$ cat src/rtl/seq_multiplier_pkg.sv
// Shared state encoding and counter direction constants for the calculator
// arithmetic engines (multiplier and divider).
package mult_pkg;

  typedef enum logic [1:0] {
    ST_IDLE = 2'd0,
    ST_CALC = 2'd1,
    ST_DONE = 2'd2
  } state_t;

  localparam logic UP   = 1'b1;
  localparam logic DOWN = 1'b0;

endpackage

$ cat src/rtl/seq_multiplier_if.sv
// Operand/result bundle for seq_multiplier: requester drives GO/A/B,
// the multiplier returns P/BUSY/DONE.
interface seq_multiplier_if #(
  parameter int Data_width = 4
);
  logic                    GO;
  logic [Data_width-1:0]   A;
  logic [Data_width-1:0]   B;
  logic [2*Data_width-1:0] P;
  logic                    BUSY;
  logic                    DONE;

  modport master (output GO, output A, output B, input P, input BUSY, input DONE);
  modport slave  (input GO, input A, input B, output P, output BUSY, output DONE);
endinterface

$ cat src/rtl/seq_multiplier_step_counter.sv
// Loadable step counter with clock enable; counts in direction DIR
// (down for the multiplier).
module mult_step_counter
  import mult_pkg::*;
#(
  parameter int   CNT_width = 3,
  parameter logic DIR       = DOWN
) (
  input  logic                 CLK,
  input  logic                 RST,
  input  logic                 LD,
  input  logic [CNT_width-1:0] D,
  input  logic                 CE,
  output logic [CNT_width-1:0] Q
);

  logic [CNT_width-1:0] r_cnt;

  always_ff @(posedge CLK or posedge RST) begin
    if (RST) begin
      r_cnt <= '0;
    end else if (LD) begin
      r_cnt <= D;
    end else if (CE) begin
      r_cnt <= (DIR == UP) ? r_cnt + 1'b1 : r_cnt - 1'b1;
    end
  end

  assign Q = r_cnt;

endmodule

$ cat src/rtl/seq_multiplier.sv
// Shift-and-add unsigned multiplier, one multiplier bit per clock, DONE strobe.
// MULT_EARLY_EXIT_EN: finish as soon as the remaining multiplier bits are zero.
module seq_multiplier
  import mult_pkg::*;
#(
  parameter int Data_width = 4,
  parameter int CNT_width  = 3
) (
  input  logic             CLK,
  input  logic             RST,
  seq_multiplier_if.slave  bus
);

  state_t                  r_state;
  logic [2*Data_width-1:0] r_m;
  logic [Data_width-1:0]   r_r;
  logic [2*Data_width-1:0] r_acc;
  logic                    r_busy;
  logic                    r_done;

  logic                    w_ld;
  logic                    w_ce;
  logic [CNT_width-1:0]    w_cnt;
  logic                    w_last;

  assign w_ld = (r_state == ST_IDLE) && bus.GO;
  assign w_ce = (r_state == ST_CALC);

  mult_step_counter #(
    .CNT_width (CNT_width),
    .DIR       (DOWN)
  ) u_step_counter (
    .CLK (CLK),
    .RST (RST),
    .LD  (w_ld),
    .D   (CNT_width'(Data_width)),
    .CE  (w_ce),
    .Q   (w_cnt)
  );

`ifdef MULT_EARLY_EXIT_EN
  // Remaining multiplier bits exhausted: further iterations would add nothing.
  logic [Data_width-1:0] w_r_next;
  assign w_r_next = r_r >> 1;
  assign w_last   = (w_cnt == CNT_width'(1)) || (w_r_next == '0);
`else
  assign w_last   = (w_cnt == CNT_width'(1));
`endif

  always_ff @(posedge CLK or posedge RST) begin
    if (RST) begin
      r_state <= ST_IDLE;
      r_m     <= '0;
      r_r     <= '0;
      r_acc   <= '0;
      r_busy  <= 1'b0;
      r_done  <= 1'b0;
    end else begin
      case (r_state)
        ST_IDLE: begin
          r_done <= 1'b0;
          if (bus.GO) begin
            r_m    <= {{Data_width{1'b0}}, bus.A};
            r_r    <= bus.B;
            r_acc  <= '0;
            r_busy <= 1'b1;
`ifdef MULT_EARLY_EXIT_EN
            if (bus.B == '0) begin
              r_state <= ST_DONE;
              r_done  <= 1'b1;
            end else begin
              r_state <= ST_CALC;
            end
`else
            r_state <= ST_CALC;
`endif
          end
        end
        ST_CALC: begin
          if (r_r[0]) begin
            r_acc <= r_acc + r_m;
          end
          r_m <= r_m << 1;
          r_r <= r_r >> 1;
          if (w_last) begin
            r_state <= ST_DONE;
            r_done  <= 1'b1;
          end
        end
        ST_DONE: begin
          r_state <= ST_IDLE;
          r_busy  <= 1'b0;
          r_done  <= 1'b0;
        end
        default: begin
          r_state <= ST_IDLE;
          r_busy  <= 1'b0;
          r_done  <= 1'b0;
        end
      endcase
    end
  end

  assign bus.P    = r_acc;
  assign bus.BUSY = r_busy;
  assign bus.DONE = r_done;

endmodule

$ cat src/flat_wrapper.sv
// flat-port wrapper written by rule: the top's interface ports become plain ports
module seq_multiplier_flat import mult_pkg::*;
#(
  parameter int Data_width = 4,
  parameter int CNT_width  = 3
)
  (CLK, RST, bus_GO, bus_A, bus_B, bus_P, bus_BUSY, bus_DONE);
  seq_multiplier_if #(.Data_width(Data_width)) bus_i ();
  input  logic CLK;
  input  logic RST;
  input wire logic [$bits(bus_i.GO)-1:0] bus_GO;
  input wire logic [$bits(bus_i.A)-1:0] bus_A;
  input wire logic [$bits(bus_i.B)-1:0] bus_B;
  output wire logic [$bits(bus_i.P)-1:0] bus_P;
  output wire logic [$bits(bus_i.BUSY)-1:0] bus_BUSY;
  output wire logic [$bits(bus_i.DONE)-1:0] bus_DONE;
  assign bus_i.GO = bus_GO;
  assign bus_i.A = bus_A;
  assign bus_i.B = bus_B;
  assign bus_P = bus_i.P;
  assign bus_BUSY = bus_i.BUSY;
  assign bus_DONE = bus_i.DONE;
  seq_multiplier #(.Data_width(Data_width), .CNT_width(CNT_width)) u_core (.CLK(CLK), .RST(RST), .bus(bus_i));
endmodule
$ cat config.mk
export PLATFORM = sky130hd
export DESIGN_NAME = seq_multiplier_flat
export DESIGN_NICKNAME = d
export VERILOG_FILES = /design/src/rtl/seq_multiplier_pkg.sv /design/src/rtl/seq_multiplier_if.sv /design/src/rtl/seq_multiplier_step_counter.sv /design/src/rtl/seq_multiplier.sv /design/src/flat_wrapper.sv
export SDC_FILE = /design/constraint.sdc
export NUM_CORES = 1
export LEC_CHECK = 0
export ABC_AREA = 1
export BUFFER_PORTS_ARGS = -buffer_cell sky130_fd_sc_hd__buf_2
export CORE_MARGIN = 2
export CORE_UTILIZATION = 30
export CTS_BUF_LIST = sky130_fd_sc_hd__clkbuf_4
export DETAILED_ROUTE_END_ITERATION = 8
export HOLD_SLACK_MARGIN = 0.1
export PLACE_DENSITY = 0.5
export SLEW_MARGIN = 5
export SYNTH_ARGS = -nofsm -noshare
export SYNTH_HDL_FRONTEND = slang
export SYNTH_SLANG_ARGS = --single-unit
$ cat constraint.sdc
create_clock -name CLK -period 1.9 [get_ports CLK]
set_input_delay 0.38 -clock CLK [delete_from_list [all_inputs] [get_ports CLK]]
set_output_delay 0.38 -clock CLK [all_outputs]
set_load 0.005 [all_outputs]
==> results <==
- The flow ran to the end, and the final reports show no timing, DRC or antenna violations.
- Of all flip-flops after synthesis, the portion carrying an async set or reset was 100%.
- The area of the core region is 0.00479 mm².
- The stage delay of the slowest cell on the critical path is 420 ps.
- The worst-margin pin slew is 387 ps.
- The analysis attributes to cell leakage a power of 0.000907 µW.
- The startpoint identified for the worst register-to-register timing path is u_core.bus.P[0].
- The gate count after technology mapping is 168.
- The final worst-path cycle share is 89.6%.
- The number of antenna diodes in the final layout is 0.
- The synthesized-area fraction occupied by xor and xnor cells is 1.75%.
- The startpoint of the most critical hold path is bus_A[1].
- Summing over every cut layer, the via total after detailed routing is 1107.
- Dividing the detail-routed via count by the number of cells gives 4.29.
- The clock edge transition at the registers on the reported setup and hold paths is 150 ps.
- On the critical path, the stage with the largest delay is an instance of sky130_fd_sc_hd__dfrtp_1.
- Measured in cells, the most critical reg-to-reg path has a length of 7.
- At the end of routability-driven placement, the weighted congestion stood at 0.697.
- Max-cap violations in this run came to 0.
- In the synthesized netlist the dominant register cell turns out to be sky130_fd_sc_hd__dfrtp_1.
- The routed design could run at a clock period as short as 1700 ps.
- IR analysis of the VDD net gives a maximum drop of 0.946 mV.
- The total of buffers placed on input and output ports is 20.
- The part of the total power dissipated in sequential elements is 34.8%.
- The count of antenna-violating nets left after detailed routing is 0.
- The multi-input combinational cells in the finished layout cover a total of 686 µm².
- The power density over the cells is 1690 mW/mm².
- Cells fill 35.6% of the core in the end.
- In this run switching power makes up 45.5% of total power.
- The count of flip-flops with a built-in enable after synthesis is 0.
- The row count is 25.
- A synthesized cell averages 8.95 µm².
- The proportion of layout cells with a drive suffix above 1 is 24.1%.
- The floorplan step set the die width to 74.8 µm.
- Along the worst path, the maximum fanout reaches 3.
- The average detailed-routed wire length per instance is 11.1 µm.
- The height of the die is 74.8 µm.
- After routing the design area is 0.00170 mm².
- The count of routing violations after the opening detailed-route iteration is 23.
- The overall fraction of global-route tracks in use is 11.4%.
- The post-placement setup slack is 211 ps.
- The clock insertion delay at the later pin of the skew report is 330 ps.
- The maximum number of pins on one net before global-route repair is 28.
- The internal power is 1560 µW.
- The worst hold path stage count is 3.
- The library cell used as clock root buffer is sky130_fd_sc_hd__clkbuf_4.
- The signal arrival time at the worst endpoint is 1940 ps.
- The count of H-tree levels built during CTS is 1.
- The combinational family with the most area after synthesis is simple AND/OR/NAND/NOR gates.
- The via count of the first global-routing pass is 1060.
- Setup repair after global routing left no endpoint under its margin.
- For this design the total switching power over the nets is 1310 µW.
- The path class of the tightest hold or removal check is in -> reg.
- The final count of negative-setup-slack endpoints is 0.
- The kind of capture point of the worst setup path is a flip-flop.
- The number of unique standard cell types used by synthesis is 24.
- TritonCTS built the clock tree.
- For the final database, setup skew stands at 3.64 ps.
- Summing all placed instances gives a cell area of 0.00166 mm².
- The mux cell area share after synthesis is 0%.
- The headroom to the max-slew limit is 74.1%.
- In the final design database the tool counted 213 nets.
- Compared with the post-synthesis result, the final layout area differs by 13.1%.
- The netlist area before placement is 0.00150 mm².
- The first global-routing pass estimated 4770 µm of wire.
- The die covers 0.00560 mm².
- The maximum buffer depth of the clock tree is 2.
- The number of design rule violations left after detail routing is 0.
- Static timing analysis puts the maximum clock frequency at 0.588 GHz.
- The number of filler instances in the final layout is 494.
- The adder-cell share of the synthesized area is 8.82%.
- Registers take 676 µm².
- The number of pins with negative max-slew slack in the final report is 0.
- The worst register-to-register path ends at u_core.bus.P[4].
- The signal on the critical path passes through ha_1, fa_1, nand3_1, nand2_1, or2_2, nand3_1, nand2_1.
- The share of synthesized area occupied by flip-flops and latches is 44.9%.
- The total nets after synthesis is 189.
- In the final timing run, aggregate negative setup slack is 0 ps.
- The register-to-register setup slack is 200 ps.
- The final count of hold timing violations is 0.
- The setup fix buffers added after clock tree synthesis is 0.
- The total overflow left after global routing is 0.
- STA classifies the critical path startpoint as a flip-flop.
- The first detailed-routing pass ran for 4 iterations.
- The initial utilization of the core area, before any placement, comes to 31.4%.
- Summed over all layers, the routed wires come to 2870 µm.
- The required time reported for the critical path endpoint is 2140 ps.
- The number of buffers added by the clock tree synthesis step is 3.
- For this run, the number of Yosys warnings is 0.
- The path type of the worst setup path is reg -> reg.
- The power share of the clock group is 9.6%.
- Of the total power, combinational logic draws 55.7%.
- For this design, the sink count on the clock tree is 27.
- Pin placement for this block handled 21 I/O pins.
- The detailed-placement wirelength estimate is 2100 µm.
- Of the total synthesized cell area, the portion taken by AND, OR, NAND and NOR gates is 17.8%.
- The synthesized design contains 27 register bits.
- The synthesized netlist devotes 17.2% of its cell area to compound gates.
- The initial antenna violation count came to 0.
- The capture endpoint of the worst hold path is u_core.r_m[1].
- The worst setup slack after layout is 198 ps.
[power by group through the flow]
| stage | sequential (µW) | combinational [µW] | clock [µW] |
|---|---|---|---|
| after detailed placement | 1010 | 1620 | 0 |
| after global routing | 1040 | 1830 | 313 |
| after CTS | 1000 | 1620 | 291 |
| final | 997 | 1600 | 275 |
| after floorplan | 992 | 1330 | 0 |
| after global placement | 1010 | 1610 | 0 |
[synth_stat cells, types with 2 or more instances]
master	number	area (µm²)
sky130_fd_sc_hd__o22ai_2	4	50.1
sky130_fd_sc_hd__o21ai_2	5	43.8
sky130_fd_sc_hd__inv_2	4	15.0
sky130_fd_sc_hd__o21ai_1	3	15.0
sky130_fd_sc_hd__nand3_1	13	65.1
sky130_fd_sc_hd__nor2_1	2	7.51
sky130_fd_sc_hd__buf_6	3	33.8
sky130_fd_sc_hd__a22o_1	2	17.5
sky130_fd_sc_hd__nand2_1	40	150
sky130_fd_sc_hd__xor2_1	2	17.5
sky130_fd_sc_hd__ha_1	9	113
sky130_fd_sc_hd__a21oi_1	10	50.1
sky130_fd_sc_hd__inv_1	25	93.8
sky130_fd_sc_hd__o21ai_0	9	45.0
sky130_fd_sc_hd__nand2_2	2	12.5
sky130_fd_sc_hd__dfrtp_1	27	676
[layout by cell type, fill, tap and decap left out, types with 2 or more instances in the layout]
master / instances
sky130_fd_sc_hd__nand2_1: 40
sky130_fd_sc_hd__dfrtp_1: 27
sky130_fd_sc_hd__inv_1: 25
sky130_fd_sc_hd__buf_2: 20
sky130_fd_sc_hd__nand3_1: 13
sky130_fd_sc_hd__a21oi_1: 10
sky130_fd_sc_hd__o21ai_0: 9
sky130_fd_sc_hd__ha_1: 9
sky130_fd_sc_hd__o21ai_2: 5
sky130_fd_sc_hd__inv_2: 4
sky130_fd_sc_hd__o22ai_2: 4
sky130_fd_sc_hd__clkbuf_4: 4
sky130_fd_sc_hd__o21ai_1: 3
sky130_fd_sc_hd__nand2_2: 2
sky130_fd_sc_hd__a22o_1: 2
sky130_fd_sc_hd__xor2_1: 2
sky130_fd_sc_hd__nor2_1: 2
[routing by layer]
| metal | up-vias | wire (µm) | global-route usage (%) |
|---|---|---|---|
| met5 | - | 0 | 0 |
| met4 | 0 | 0 | 2.38 |
| met3 | 0 | 128 | 3.48 |
| met2 | 23 | 1290 | 18.3 |
| met1 | 497 | 1450 | 15.4 |
| li1 | 587 | - | - |
[critical path: cells and delay by family (launching register included)]
family	cells	cell delay (ps)
adders and majority gates	2	640
and+or+nand+nor	5	560
DFF	1	420
[layout make-up]
class                      count  share of cell area, %
clock buffer                   4                   1.76
inverter                      29                   6.40
multi-input combinational    109                   40.3
sequential                    27                   39.7
tap                           67                   4.93
timing repair buffer          22                   6.91
[worst max path at each step]
stage	startpoint	endpoint	slack, ps	cells past startpoint
4_1_cts	u_core.bus.P[0]	u_core.bus.P[4]	190	7
2_1_floorplan	u_core.bus.P[0]	u_core.bus.P[4]	270	7
5_1_grt	u_core.bus.P[0]	u_core.bus.P[4]	80	7
3_3_place_gp	u_core.bus.P[0]	u_core.bus.P[4]	240	7
6_report	u_core.bus.P[0]	u_core.bus.P[4]	200	7
3_5_place_dp	u_core.bus.P[0]	u_core.bus.P[4]	210	7
[flip-flops by register name, indices dropped and copies added (netlist names)]
signal                   flops
u_core.u_step_counter.Q      3
u_core.r_state               2
u_core.bus.DONE              1
u_core.r_m                   8
u_core.bus.P                 8
u_core.bus.BUSY              1
u_core.r_r                   4
[cell families after synthesis]
family,after synthesis
buffers and inverters,32
DFF,27
adders and majority gates,10
AOI/OAI and AO/OA,36
xor gates and xnor gates,3
and+or+nand+nor,60
[timing repair]
item | 4_1_cts | 5_1_grt
endpoints found under the hold margin | 27 | 0
hold buffers | 1 | 0
setup endpoints to repair | 0 | 0
gates resized for setup | 0 | 0
[per-stage QoR]
step | cells | total power [µW] | hold WS, ps
6_report | 258 | 2870 | 253
5_1_grt | 258 | 3180 | 243
4_1_cts | 258 | 2920 | 241
3_5_place_dp | 253 | 2630 | 473
3_3_place_gp | 253 | 2620 | 470
2_1_floorplan | 168 | 2330 | 433
Note: power is estimated with default switching activity, not from simulation.
